--- src/rtl/fanout_fork_if.sv ---
// Stream bundle for fanout_fork: one upstream valid/ready channel and a
// broadcast head token with per-destination valid/ready.
interface fanout_fork_if #(
    parameter int unsigned NUM_OUT = 7,
    parameter int unsigned DATA_W  = 17
);
    logic [DATA_W-1:0]  in_data;
    logic               in_valid;
    logic               in_ready;
    logic [DATA_W-1:0]  out_data;
    logic [NUM_OUT-1:0] out_valid;
    logic [NUM_OUT-1:0] out_ready;

    // Producer/consumer side (drives the upstream token and the downstream readies)
    modport master (
        output in_data, in_valid, out_ready,
        input  in_ready, out_data, out_valid
    );

    // Fork side
    modport slave (
        input  in_data, in_valid, out_ready,
        output in_ready, out_data, out_valid
    );
endinterface

--- src/rtl/fanout_fork.sv ---
// Buffered fanout fork: each token is delivered once to every selected
// destination; per-destination done bits let fast consumers proceed
// independently, and upstream ready depends only on buffer occupancy.
module fanout_fork #(
    parameter int unsigned NUM_OUT = 7,
    parameter int unsigned DATA_W  = 17,
    parameter int unsigned DEPTH   = 2
) (
    input  logic               clk,
    input  logic               rst_n,
    input  logic               flush,
    input  logic [NUM_OUT-1:0] cfg_en,
    input  logic [NUM_OUT-1:0] cfg_sel,
    fanout_fork_if.slave       bus,
    output logic               busy
);
    localparam int unsigned CNT_W = $clog2(DEPTH + 1);
    localparam int unsigned PTR_W = $clog2(DEPTH);

    logic [DATA_W-1:0]  mem [DEPTH];
    logic [PTR_W-1:0]   rd_ptr;
    logic [PTR_W-1:0]   wr_ptr;
    logic [CNT_W-1:0]   count;
    logic [NUM_OUT-1:0] done;
    logic [NUM_OUT-1:0] mask;
    logic [NUM_OUT-1:0] fire;
    logic               push;
    logic               retire;

    // Handshake decode; ready/valid come from state, mask and flush only
    always_comb begin
        mask          = cfg_en & cfg_sel;
        busy          = (count != '0);
        bus.in_ready  = (count < CNT_W'(DEPTH)) & ~flush & rst_n;
        bus.out_valid = {NUM_OUT{busy}} & mask & ~done;
        bus.out_data  = mem[rd_ptr];
        fire          = bus.out_valid & bus.out_ready;
        push          = bus.in_valid & bus.in_ready;
        // Head retires once every still-selected output has taken it
        retire        = busy & (&(~mask | done | fire));
    end

    // Occupancy, pointers and per-destination delivery tracking
    always_ff @(posedge clk or negedge rst_n) begin
        if (!rst_n) begin
            count  <= '0;
            rd_ptr <= '0;
            wr_ptr <= '0;
            done   <= '0;
        end else if (flush) begin
            count  <= '0;
            rd_ptr <= '0;
            wr_ptr <= '0;
            done   <= '0;
        end else begin
            if (push) begin
                wr_ptr <= wr_ptr + PTR_W'(1);
            end
            if (retire) begin
                rd_ptr <= rd_ptr + PTR_W'(1);
                done   <= '0;
            end else begin
                done   <= done | fire;
            end
            count <= count + CNT_W'(push) - CNT_W'(retire);
        end
    end

    // Token storage; push is already suppressed during reset and flush
    always_ff @(posedge clk) begin
        if (push) begin
            mem[wr_ptr] <= bus.in_data;
        end
    end
endmodule

--- src/flat_wrapper.sv ---
// flat-port wrapper written by rule: the top's interface ports become plain ports
module fanout_fork_flat 
#(
    parameter int unsigned NUM_OUT = 7,
    parameter int unsigned DATA_W  = 17,
    parameter int unsigned DEPTH   = 2
)
  (clk, rst_n, flush, cfg_en, cfg_sel, busy, bus_in_data, bus_in_valid, bus_out_ready, bus_in_ready, bus_out_data, bus_out_valid);
  fanout_fork_if #(.NUM_OUT(NUM_OUT), .DATA_W(DATA_W)) bus_i ();
  input  logic clk;
  input  logic rst_n;
  input  logic flush;
  input  logic [NUM_OUT-1:0] cfg_en;
  input  logic [NUM_OUT-1:0] cfg_sel;
  output logic busy;
  input wire logic [$bits(bus_i.in_data)-1:0] bus_in_data;
  input wire logic [$bits(bus_i.in_valid)-1:0] bus_in_valid;
  input wire logic [$bits(bus_i.out_ready)-1:0] bus_out_ready;
  output wire logic [$bits(bus_i.in_ready)-1:0] bus_in_ready;
  output wire logic [$bits(bus_i.out_data)-1:0] bus_out_data;
  output wire logic [$bits(bus_i.out_valid)-1:0] bus_out_valid;
  assign bus_i.in_data = bus_in_data;
  assign bus_i.in_valid = bus_in_valid;
  assign bus_i.out_ready = bus_out_ready;
  assign bus_in_ready = bus_i.in_ready;
  assign bus_out_data = bus_i.out_data;
  assign bus_out_valid = bus_i.out_valid;
  fanout_fork #(.NUM_OUT(NUM_OUT), .DATA_W(DATA_W), .DEPTH(DEPTH)) u_core (.clk(clk), .rst_n(rst_n), .flush(flush), .cfg_en(cfg_en), .cfg_sel(cfg_sel), .bus(bus_i), .busy(busy));
endmodule
--- config.mk ---
export PLATFORM = sky130hd
export DESIGN_NAME = fanout_fork_flat
export DESIGN_NICKNAME = d
export VERILOG_FILES = /design/src/rtl/fanout_fork_if.sv /design/src/rtl/fanout_fork.sv /design/src/flat_wrapper.sv
export SDC_FILE = /design/constraint.sdc
export NUM_CORES = 1
export LEC_CHECK = 0
export CAP_MARGIN = 40
export CORE_MARGIN = 1
export CORE_UTILIZATION = 30
export DETAILED_ROUTE_END_ITERATION = 12
export SYNTH_ARGS = -nofsm -noshare
export SYNTH_HDL_FRONTEND = slang
export SYNTH_SLANG_ARGS = --single-unit
--- constraint.sdc ---
create_clock -name clk -period 2.6 [get_ports clk]
set_clock_uncertainty 0.2 [all_clocks]
set_input_delay 0.52 -clock clk [delete_from_list [all_inputs] [get_ports clk]]
set_output_delay 0.52 -clock clk [all_outputs]
set_load 0.005 [all_outputs]
Word level (Yosys, flattened, before mapping)
Memory sizes are Yosys's and may differ from the RTL's.
Cells that the tools add are included.
- register bits: 11
- bits in latches: 0
- RAM bits: 34
- ROM bits: 0
- input bits: 42
- output and inout bits: 26
- word-level logic and storage cells: 37
- memories: 1
- add/sub/neg operators: 4
- multiply operators: 0
- divide/modulo/power cells: 0
- $lt $le $gt $ge: 1
- equality and inequality tests: 0
- shift operators: 0
- muxes and demuxes: 9
- bitwise logic cells: 14
- reductions and logical operators: 4
- memory list (memory ; depth ; bits a word ; rd ports ; clocked after Yosys merged registers in ; write ports ; RTL line ; RTL):
    u_core.mem ; 2 ; 17 ; 1 ; 0 ; 1 ; fanout_fork.sv:20 ; logic [DATA_W-1:0] mem [DEPTH];
- operators with widths (operator ; count):
    $and 7x7->7 ; 4
    $or 7x7->7 ; 3
    $mux 7 ; 2
    $not 7->7 ; 2
    $reduce_and 7->1 ; 1
    $mux 1 ; 6
    $reduce_bool 2->1 ; 3
    $and 1x1->1 ; 4
    $add 1x1->1 const B ; 2
    $add 2x1->2 ; 1
    $lt 2x2->1 const B ; 1
    $mux 2 ; 1
    $sub 2x1->2 ; 1
    $not 1->1 ; 1

Depth between registers and ports, before layout
Gate-level depths: netlist of run 1.
- word-level depth: 9
- depth in mapped cells: 9
- gate-level depth less buffers: 8

Least setup slack after synthesis of run 1
No wires, ideal clock.
- path kind: input-to-reg
- start: in flush
- end: mem u_core.mem[0][0] (enable)
- setup time: 0.393 ns
- arrival: 1.766 ns
- required time: 2.007 ns
- slack: 0.242 ns
- stages on the path: 3
- buffers on the path: 0
- cell sequence: nor3b_2 -> and2_1 -> nor2b_1
- longest elaborated chain between the ends: 6
- RTL lines (item ; RTL line ; RTL):
    start, declared ; flat_wrapper.sv:12 ; input logic flush;
    $not 1->1 ; fanout_fork.sv:34 ; bus.in_ready = (count < CNT_W'(DEPTH)) & ~flush & rst_n;
    $and 1x1->1 (2 in series) ; fanout_fork.sv:34 ;
    $and 1x1->1 ; fanout_fork.sv:38 ; push = bus.in_valid & bus.in_ready;
    $mux 1 ; fanout_fork.sv:71 ; if (push) begin
    $mux 1 (not written as such) ; fanout_fork.sv:72 ; mem[wr_ptr] <= bus.in_data;
    end, declared ; fanout_fork.sv:20 ;
No other way between the ends.

Worst setup path in the final report of run 1
- start: in cfg_en[1]
- end: out bus_out_valid[1]
- longest elaborated chain between the ends: 3
- RTL lines (item ; RTL line ; RTL):
    start, declared ; flat_wrapper.sv:13 ; input logic [NUM_OUT-1:0] cfg_en;
    $and 7x7->7 ; fanout_fork.sv:32 ; mask = cfg_en & cfg_sel;
    $and 7x7->7 (2 in series) ; fanout_fork.sv:35 ; bus.out_valid = {NUM_OUT{busy}} & mask & ~done;
    end, declared ; flat_wrapper.sv:21 ; output wire logic [$bits(bus_i.out_valid)-1:0] bus_out_valid;
No other way between the ends.

==> results of run 1 <==
-- final cells by class --
type	count	area [um2]
clock inverters	2	15.01
fillers	599	3471
well taps	77	96.34
multi-input cells	79	639.4
repair buffers	74	748.2
flip-flops and latches	45	1296
clock buffers	6	72.57
inverters	3	11.26
-- metal layers --
metal	vias to the layer above	wire length, um	global-route usage, %
met4	0	42	3.292
met2	62	1735	18.78
met1	591	1747	15.57
met5	-	0	0
li1	637	-	-
met3	6	356	4.573
-- registers in the layout, summed over array words and instances, names as in the netlist --
register	count
u_core.wr_ptr	1
u_core.mem	34
u_core.rd_ptr	1
u_core.done	7
u_core.count	2
-- placed cells by master, fill, tap and decap left out, drive strengths merged --
cell,n
clkdlybuf4s50,67
clkinvlp,2
xnor2,2
and2,2
or2b,1
o21ai,1
xor2,1
a21oi,7
nor4,2
ha,2
inv,3
mux2,17
nor2b,2
nor3,14
nand3,1
and3,1
buf,7
and4bb,7
dfrtp,11
nor3b,1
nor2,11
edfxtp,34
clkbuf,6
nand2,7
-- path summary, 6_finish.rpt --
kind | from | end | depth (start not counted)
worst max-delay path | cfg_en[1] | bus_out_valid[1] | 4
worst min-delay path | rst_n | u_core.done[0]$_DFF_PN0_ | 2
worst max register to register | u_core.count[1]$_DFF_PN0_ | u_core.count[0]$_DFF_PN0_ | 7
worst min register to register | u_core.done[5]$_DFF_PN0_ | u_core.done[5]$_DFF_PN0_ | 2
max in group asynchronous | rst_n | u_core.done[2]$_DFF_PN0_ | 2
min in group clk | u_core.done[5]$_DFF_PN0_ | u_core.done[5]$_DFF_PN0_ | 2
-- per-stage QoR --
stage / TNS [ns] / utilization [%]
CTS: 0 / 45.34
floorplan: 0 / -
global route: 0 / 45.34
finish: 0 / 45.34
global placement: -0.1382 / 43.96
detailed placement: -0.2041 / 43.96
-- synth_stat cells, drive strengths merged, types with 3 or more instances --
library cell / count
and4bb: 7
a21oi: 7
inv: 3
edfxtp: 34
mux2: 17
nor2: 11
nand2: 7
buf: 4
dfrtp: 11
nor3: 14
-- worst register-to-register path, stage by stage, from the launching register on --
cell                      delay [ns]
sky130_fd_sc_hd__dfrtp_1        0.44
sky130_fd_sc_hd__nor2_4         0.35
sky130_fd_sc_hd__nor4_2         0.12
sky130_fd_sc_hd__and2_1         0.18
sky130_fd_sc_hd__ha_1           0.27
sky130_fd_sc_hd__inv_1          0.04
sky130_fd_sc_hd__ha_1           0.27
sky130_fd_sc_hd__nor2b_1        0.12
-- cell families after synthesis --
logic type | after synthesis | synth area share [%]
and+or+nand+nor | 49 | 17.67
DFF | 45 | 65.36
muxes | 17 | 9.653
AOI/OAI and AO/OA | 8 | 2.208
buffers and inverters | 8 | 2.523
xor gates and xnor gates | 3 | 1.325
adders and majority gates | 2 | 1.262
-- power groups by stage --
stage	combinational (W)	clock (W)	sequential, W
final	0.000765	0.000410	0.000878
after global placement	0.000779	0	0.000894
after floorplan	0.000425	0	0.000883
after detailed placement	0.000776	0	0.000895
after global routing	0.000837	0.000462	0.000887
after CTS	0.000781	0.000432	0.000880
==> impl_results.md, run 1 <==
* First-pass GRT wire length at roughly 6500 um
* Predominant post-synthesis flop cell: sky130_fd_sc_hd__edfxtp_1
* Buffers inserted during post-CTS setup optimization at 0
* GRT Util Overall at roughly 12%
* Crit-path leading delay family: buffers and inverters
* Via density per instance at between 4 and 5
* Sequential-to-total area share from yosys stat at between 60% and 70%
* Final WS setup at 0.1021 ns
* Area enclosed by the die boundary at 6940 um2
* Series of cell instances along the critical path: clkdlybuf4s50_1 > nand2_1 > nor3_1 > clkdlybuf4s50_1
* Sequential share of power at between 40% and 50%
* Number of antenna violations at the first check in global routing at 0
* Number of flops mapped to enable cells by yosys at 34
* Buffers added on ports at 67
* Async S/R FF share, synth at about 24%
* Row count at 29
* Via count of the first global-routing pass at between 1000 and 1500
* Worst hold slack at approximately 0.34 ns
* Antenna Diode Count at 0
* Number of buffers created by CTS at 5
* RD Place Congestion at between 0.7 and 0.8
* Horiz. Die Dim at approximately 83 um
* Cells after synthesis at roughly 130
* Number of distinct library cells after synthesis at 27
* Top cell type by total area after synthesis: sky130_fd_sc_hd__edfxtp_1
* Category of the most critical setup path: input port to output pin
* Total count of max-transition violations in the final report at 0
* Warnings from Yosys at 0
* Largest stage delay, worst path at about 0.53 ns
* Register clock-pin slew on the reported worst setup and hold paths at roughly 0.080 ns
* Number of sinks driven by the clock tree at 45
* Final worst-path cycle share at 96.07%
* Floorplan core area at approximately 6300 um2
* Worst path arrival time at around 1.8 ns
* Relative slew margins at between 70% and 80%
* Actual slew at the worst max-slew pin at roughly 0.37 ns
* Biggest area contributors in the synthesized netlist: sky130_fd_sc_hd__edfxtp_1 51%, sky130_fd_sc_hd__dfrtp_1 14%, sky130_fd_sc_hd__mux2_2 9.7%
* Cell-internal power at 0.001473 W
* Critical path data required time at 1.88 ns
* Non-filler instance count after layout at 286
* Switch share at 28.27%
* Per-cell routed wire length at roughly 14 um
* Crit-path most repeated cell: sky130_fd_sc_hd__clkdlybuf4s50_1
* Number of flip-flops and latches in the synthesized netlist at 45
* Count of hold-fix buffers inserted at cts at 0
* Global-route congestion overflow total at 0
* Longest Clk Path Bufs at 2
* Sw Pwr at ~0.00058 W
* P_leak at between 1 and 1.5 nW
* Die H at roughly 83 um
* Min Tclk post-route at 2.498 ns
* Startpoint Class: input port
* Pin count of the biggest net entering global routing at 18
* Pre-antenna DRT Iters at 4
* Post-Place Worst Slack at -0.1142 ns
* Placed insts at around 280
* Critical path capture point type: output pin
* Share of layout cells above drive strength 1 at between 20% and 30%
* Standard cell with the maximum stage delay on the critical path: sky130_fd_sc_hd__clkdlybuf4s50_1
* Total number of H-tree levels at 2
* Post-route antenna net violation count at 0
* Total power at approximately 0.0021 W
* TritonCTS clock tree: yes
* Final Hold Viols at 0
* Routed wire length at 3883 um
* Iteration-0 DRC Markers at 44
* Flop-to-flop setup slack at between 0.5 and 0.6 ns
* Post-synthesis instance area at roughly 2000 um2
* Layout overhead on the synthesized area at 45.17%
* Number of vias in the routed layout at ~1300
* Final net count at 252
* Clk pwr share at 20.0%
* Finish-stage setup viols at 0
* Max-cap violations at 0
* Combinational Power Share at between 30% and 40%
* Highest attainable clock frequency at about 400 MHz
* Cell Pwr Density at 713.1 nW/um2
* Worst IR drop on VDD at 405.2 uV
* DRC errors left at 0
* Fraction of synthesized cell area taken by the top area cell type at roughly 51%
* Critical path fanouts, max at 2
* Clock insertion delay at the later pin of the skew report at just under 0.3 ns
* Number of placed I/O pins at 68
* Result of the run: completed
* Combined buffer and inverter count along the critical path at 2
* Placed instance area at about 2800 um2
* Count of cells resized by post-cts repair at 0
* Buffer cell driving the clock tree root: sky130_fd_sc_hd__clkbuf_8
* Per-instance average area after synthesis at 15.02 um2
* DP HPWL at between 2000 and 3000 um
* Initial standard-cell utilization of the core at between 30% and 40%
* Net Count, Synth at roughly 180
* RSZ-0062 raised after global routing: no
* Type of the tightest min-delay check: input port to async pin
* Fin area at ~2900 um2
No activity file was read; power rests on OpenSTA's default activity.
==> run 2: changes to the inputs <==
Settings changed: CORE_UTILIZATION 30 to 45, PLACE_DENSITY set to 0.79.
==> run 2 against run 1 <==
Effect of this change:
- via count up 4.2%
- global-route usage is 6.9 points higher
- total power fell by 1.1%
- largest power group unchanged
- critical path depth is 1 lower
- clock power fell by 1%
- critical endpoint is now bus_in_ready
- non-clock buffer count decreased by 1
- die area decreased by 33%
- count of clock-buffer cells in the layout is the same
- sequential power about the same
==> impl_results.md, run 2 (synthesized netlist as in run 1, its figures left out) <==
* Result of the run: completed
* Placed insts at 250 (-10%)
* TritonCTS clock tree: yes
* Startpoint Class: input port
* Post-Place Worst Slack at -0.1244 ns (-0.01023 ns)
* Commonest non-fill, non-tap cell in the layout: sky130_fd_sc_hd__clkdlybuf4s50_1
* Path depth of the worst reg2reg path at 8 (+1)
* Via count of the first global-routing pass at 1437 (+5.1%)
* Crit-path most repeated cell: sky130_fd_sc_hd__clkdlybuf4s50_1
* Max-cap violations at 0 (unchanged)
* Min-Delay Startpoint: u_core.rd_ptr$_DFFE_PN0P_
* Pin count of the biggest net entering global routing at 19 (+1)
* Count of cells resized by post-cts repair at 0 (unchanged)
* Placed instance area at 2735 um2 (-2.0%)
* Final worst-path cycle share at 96.31% (+0.24 points)
* Highest attainable clock frequency at 399.4 MHz (-0.25%)
* P_leak at 1.047 nW (about the same)
* Combinational Power Share at 37.0% (-0.3 points)
* Buffers inserted during post-CTS setup optimization at 0 (unchanged)
* First-pass GRT wire length at 6210 um (-5.2%)
* Sw Pwr at 0.0005750 W (-0.92%)
* Total number of H-tree levels at 2 (unchanged)
* Final Hold Viols at 0 (unchanged)
* GRT Util Overall at 18.92% (+6.9 points)
* Antenna Diode Count at 0 (unchanged)
* Standard cell with the maximum stage delay on the critical path: sky130_fd_sc_hd__clkdlybuf4s50_1
* Per-cell routed wire length at 15.22 um (+12%)
* Sequential share of power at 43.1% (+0.3 points)
* Type of the tightest min-delay check: flop to flop
* Critical path data required time at 1.88 ns (about the same)
* Endpoint of the most critical register-to-register path: u_core.count[1]$_DFF_PN0_
* Critical path fanouts, max at 3 (+1)
* Worst IR drop on VDD at 502.8 uV (+24%)
* Number of antenna violations at the first check in global routing at 0 (unchanged)
* DP HPWL at 2901 um (+4.6%)
* Most frequent cells in the layout: 67 x sky130_fd_sc_hd__clkdlybuf4s50_1, 34 x sky130_fd_sc_hd__edfxtp_1, 17 x sky130_fd_sc_hd__mux2_2
* Category of the most critical setup path: input port to output pin
* Number of vias in the routed layout at 1350 (+4.2%)
* Non-filler instance count after layout at 258 (-9.8%)
* Switch share at 28.31% (+0.039 points)
* Pre-antenna DRT Iters at 4 (unchanged)
* Final net count at 251 (-0.40%)
* Clk pwr share at 19.9% (about the same)
* Cell depth of the worst min-delay path at 3
* Via density per instance at 5.233 (+15%)
* Number of sinks driven by the clock tree at 45 (unchanged)
* Flop-to-flop setup slack at 0.49 ns (-0.02 ns)
* Clock insertion delay at the later pin of the skew report at 0.29 ns (about the same)
* Number of buffers created by CTS at 5 (unchanged)
* Actual slew at the worst max-slew pin at 0.3574 ns (-0.01187 ns)
* Floorplan core area at 4115 um2 (-35%)
* Routed wire length at 3927 um (+1.1%)
* Buffers added on ports at 67 (unchanged)
* Horiz. Die Dim at 68.39 um (-18%)
* Number of placed I/O pins at 68 (unchanged)
* FILL cells at 300 (-50%)
* Combined buffer and inverter count along the critical path at 2 (unchanged)
* Iteration-0 DRC Markers at 41 (-6.8%)
* Finish-stage setup viols at 0 (unchanged)
* Longest Clk Path Bufs at 2 (unchanged)
* Layout overhead on the synthesized area at 42.33%
* Final WS setup at 0.09594 ns (-0.006132 ns)
* Register clock-pin slew on the reported worst setup and hold paths at 0.07 ns (about the same)
* Count of hold-fix buffers inserted at cts at 0 (unchanged)
* Fin area at 2823 um2 (-2.0%)
* Initial standard-cell utilization of the core at 48.19% (+17 points)
* Crit-path leading delay family: buffers and inverters
* RD Place Congestion at 0.7150 (-2.2%)
* RSZ-0062 raised after global routing: no
* Largest stage delay, worst path at 0.55 ns (+0.02 ns)
* DRC errors left at 0 (unchanged)
* Worst path arrival time at 1.78 ns (about the same)
* Top reg by flops: u_core.mem
* Series of cell instances along the critical path: clkdlybuf4s50_1 > nor3b_2 > clkdlybuf4s50_1
* Min Tclk post-route at 2.504 ns (+0.006132 ns)
* Post-route antenna net violation count at 0 (unchanged)
* Cell-internal power at 0.001456 W (-1.1%)
* Relative slew margins at 76.11% (+0.79 points)
* Die H at 68.39 um (-18%)
* Total count of max-transition violations in the final report at 0 (unchanged)
* Largest registers: u_core.mem x34, u_core.done x7, u_core.count x2
* Area enclosed by the die boundary at 4677 um2 (-33%)
* Critical path capture point type: output pin
* Row count at 23 (-21%)
* Total power at 0.002031 W (-1.1%)
* Global-route congestion overflow total at 0 (unchanged)
* Cell Pwr Density at 719.6 nW/um2 (+0.92%)
* Worst Hold Endpoint: u_core.rd_ptr$_DFFE_PN0P_
* Worst reg2reg startpoint: u_core.count[1]$_DFF_PN0_
* Share of layout cells above drive strength 1 at 22.12% (-0.37 points)
* Number of flip-flops in the largest register at 34 (unchanged)
* Buffer cell driving the clock tree root: sky130_fd_sc_hd__clkbuf_8
run 2: worst max-delay path by stage:
stage                startpoint                         end  slack [ns]  cells after the start
2_1_floorplan             flush  u_core.mem[0][0]$_DFFE_PP_        0.24                      3
3_3_place_gp   bus_out_ready[0]   u_core.count[0]$_DFF_PN0_       -0.07                      8
3_5_place_dp   bus_out_ready[3]   u_core.count[0]$_DFF_PN0_       -0.12                      8
4_1_cts               cfg_en[0]            bus_out_valid[0]        0.08                      4
5_1_grt               cfg_en[2]            bus_out_valid[2]        0.04                      4
6_report                  rst_n                bus_in_ready         0.1                      3
run 2: stage by stage:
step | hold slack, ns | util (%) | TNS [ns]
6_report | 0.3582 | 68.59 | 0
5_1_grt | 0.3778 | 68.59 | 0
4_1_cts | 0.3627 | 68.47 | 0
3_5_place_dp | 0.3539 | 66.46 | -0.2349
3_3_place_gp | 0.3307 | 66.46 | -0.1088
2_1_floorplan | 0.02441 | - | 0
run 2: tightest hold or removal path: stages (launching register included):
cell and delay, ns:
sky130_fd_sc_hd__dfrtp_1 0.35, sky130_fd_sc_hd__nor2_1 0.04, sky130_fd_sc_hd__nand3_1 0.08, sky130_fd_sc_hd__o21ai_2 0.05
run 2: power by group through the flow:
stage	Combinational (W)	Sequential [W]	Clock, W
after floorplan	0.000425	0.000883	0
after global placement	0.000735	0.000887	0
after detailed placement	0.000754	0.000892	0
after CTS	0.000759	0.000876	0.000414
after global routing	0.000827	0.000881	0.000448
final	0.000751	0.000875	0.000405
run 2: cell type report:
class | count | area (um2) | area share, %
clock buffer | 6 | 72.57 | 2.571
clock inverter | 2 | 10.01 | 0.3546
inverter | 3 | 11.26 | 0.3989
multi-input combinational | 79 | 641.9 | 22.74
sequential | 45 | 1296 | 45.92
tap | 50 | 62.56 | 2.216
timing repair buffer | 73 | 728.2 | 25.80
run 2: metal layers:
layer / wire length (um) / track usage, %
met4: 62 / 8.594
met2: 2009 / 35.05
met3: 322 / 4.833
met1: 1532 / 19.76
met5: 0 / 0
==> run 3: changes to the inputs <==
Settings changed: CORE_MARGIN 1 to not set, CORE_UTILIZATION 45 to 29, PLACE_DENSITY 0.79 to not set, TNS_END_PERCENT set to 1.
==> run 3 against run 2 <==
Effect of this change:
- global-route usage is 6.9 points lower
- highest routed layer unchanged
- sequential power hardly changed
- clock power is 27% higher
- design area is 2.5% higher
- sequential share of layout area is 1.1 points lower
- critical path depth is 1 higher
- die area is 53% higher
- flip-flop and latch count stayed put
- cell count is 11% higher
==> impl_results.md, run 3 (synthesized netlist as in run 1, its figures left out) <==
* Most frequent cells in the layout: 67 x sky130_fd_sc_hd__clkdlybuf4s50_1, 34 x sky130_fd_sc_hd__edfxtp_1, 17 x sky130_fd_sc_hd__mux2_2
* GR Layer Usage met2 at 19.51% (-16 points)
* Number of buffers created by CTS at 5 (unchanged)
* Final worst-path cycle share at 96.19% (-0.12 points)
* Max-cap violations at 0 (unchanged)
* Largest registers: u_core.mem x34, u_core.done x7, u_core.count x2
* Die H at 84.70 um (+24%)
* Number of antenna violations at the first check in global routing at 0 (unchanged)
* Critical path fanouts, max at 2 (-1)
* Total number of H-tree levels at 2 (unchanged)
* RSZ-0062 raised after global routing: no
* Endpoint of the most critical register-to-register path: u_core.count[1]$_DFF_PN0_
* P_leak at 1.058 nW (+1.1%)
* Iteration-0 DRC Markers at 42 (+2.4%)
* Flop-to-flop setup slack at 0.50 ns (about the same)
* Horiz. Die Dim at 84.70 um (+24%)
* Number of sinks driven by the clock tree at 45 (unchanged)
* Area enclosed by the die boundary at 7173 um2 (+53%)
* Top reg by flops: u_core.mem
* Layout overhead on the synthesized area at 45.93%
* Relative slew margins at 75.04% (-1.1 points)
* Via count of the first global-routing pass at 1361 (-5.3%)
* Path depth of the worst reg2reg path at 8 (unchanged)
* Floorplan core area at 6459 um2 (+57%)
* Fin area at 2894 um2 (+2.5%)
* Met1 routing resource usage after global routing at 14.97% (-4.8 points)
* Min Tclk post-route at 2.501 ns (-0.003028 ns)
* Final net count at 252 (+0.40%)
* Worst path arrival time at 1.78 ns (about the same)
* RD Place Congestion at 0.7731 (+8.1%)
* Pre-antenna DRT Iters at 8 (+4)
* Number of placed I/O pins at 68 (unchanged)
* Antenna Diode Count at 0 (unchanged)
* DRC errors left at 0 (unchanged)
* Buffer cell driving the clock tree root: sky130_fd_sc_hd__clkbuf_8
* Type of the tightest min-delay check: input port to async pin
* Final Hold Viols at 0 (unchanged)
* Worst reg2reg startpoint: u_core.count[1]$_DFF_PN0_
* Sum Neg Setup Slack at 0 ns (unchanged)
* First-pass GRT wire length at 6624 um (+6.7%)
* Post-route antenna net violation count at 0 (unchanged)
* Buffers added on ports at 67 (unchanged)
* Startpoint Class: input port
* Share of layout cells above drive strength 1 at 22.97% (+0.85 points)
* GRT Util Overall at 12.04% (-6.9 points)
* Placed instance area at 2779 um2 (+1.6%)
* TritonCTS clock tree: yes
* Clock insertion delay at the later pin of the skew report at 0.29 ns (about the same)
* Total power at 0.002142 W (+5.4%)
* Actual slew at the worst max-slew pin at 0.3736 ns (+0.01612 ns)
* Global routing usage on met3 at 4.523% (-0.31 points)
* Finish-stage setup viols at 0 (unchanged)
* DP HPWL at 2848 um (-1.8%)
* Result of the run: completed
* Initial standard-cell utilization of the core at 30.71% (-17 points)
* Layer with the highest usage: met2
* Commonest non-fill, non-tap cell in the layout: sky130_fd_sc_hd__clkdlybuf4s50_1
* Register clock-pin slew on the reported worst setup and hold paths at 0.08 ns (about the same)
* Row count at 29 (+26%)
* Util after Layout at 44.81% (-24 points)
* Highest attainable clock frequency at 399.8 MHz (+0.12%)
* Cell Pwr Density at 740.0 nW/um2 (+2.8%)
* Critical path capture point type: output pin
* Number of vias in the routed layout at 1308 (-3.1%)
* FILL cells at 600 (+100%)
* Pin count of the biggest net entering global routing at 19 (unchanged)
* Category of the most critical setup path: input port to output pin
* Critical path data required time at 1.88 ns (about the same)
* Global-route congestion overflow total at 0 (unchanged)
* Number of flip-flops in the largest register at 34 (unchanged)
* Routed wire length at 3900 um (-0.69%)
* Via density per instance at 4.573 (-13%)
* Per-cell routed wire length at 13.64 um (-10%)
* Buffers inserted during post-CTS setup optimization at 0 (unchanged)
* Total count of max-transition violations in the final report at 0 (unchanged)
* Longest Clk Path Bufs at 2 (unchanged)
* Worst IR drop on VDD at 350.8 uV (-30%)
-- run 3: cell count changes in the layout (fill, tap and decap cells not counted), sizes merged --
cell,change
clkbuf,-1
clkinv,-1
bufinv,+1
buf,+1
clkinvlp,+1
-- run 3: report_power, final --
part	switching [W]	leakage, nW	total [W]	internal (W)
clock network	0.000232	0.0518	0.000514	0.000283
logic	0.000318	0.546	0.000753	0.000435
registers	0.0000398	0.460	0.000874	0.000835
-- run 3: how the worst max path moves through the flow --
stage | start | endpoint | slack, ns | depth (start not counted)
floorplan | flush | u_core.mem[0][0]$_DFFE_PP_ | 0.24 | 3
CTS | cfg_en[6] | bus_out_valid[6] | 0.06 | 4
detailed placement | bus_out_ready[3] | u_core.count[0]$_DFF_PN0_ | -0.10 | 8
finish | cfg_en[3] | bus_out_valid[3] | 0.1 | 4
global route | cfg_sel[3] | bus_out_valid[3] | 0.01 | 4
global placement | bus_out_ready[0] | u_core.count[0]$_DFF_PN0_ | -0.07 | 8
-- run 3: area by class of cell --
type	count	area [um2]	share of cell area [%]
Clock buffer	5	68.82	2.378
Sequential cell	45	1296	44.79
Clock inverter	3	41.29	1.427
Inverter	3	11.26	0.3891
Multi-Input combinational cell	79	644.4	22.27
Tap cell	77	96.34	3.329
Timing Repair Buffer	74	735.7	25.42
-- run 3: repair_timing --
action | 4_1_cts | 5_1_grt
endpoints found under the setup margin | 0 | 1
resized for setup | 0 | 1
hold buffers | 0 | 0
-- run 3: routing by layer --
metal / vias up / share of wire [%]
met5: - / 0
met2: 62 / 46
li1: 643 / -
met4: 0 / 0.62
met3: 3 / 8.6
met1: 600 / 45
-- run 3: through the flow --
step / hold slack [ns] / setup WS, ns / instances
2_1_floorplan: 0.02441 / 0.2419 / 132
3_3_place_gp: 0.3276 / -0.07493 / 278
3_5_place_dp: 0.3404 / -0.1030 / 278
4_1_cts: 0.3374 / 0.06000 / 286
5_1_grt: 0.3516 / 0.01290 / 286
6_report: 0.3448 / 0.09897 / 286
-- run 3: critical path, cell delays in order --
cell	delay (ns)
sky130_fd_sc_hd__clkdlybuf4s50_1	0.48
sky130_fd_sc_hd__nand2_1	0.07
sky130_fd_sc_hd__nor3_1	0.18
sky130_fd_sc_hd__clkdlybuf4s50_1	0.54
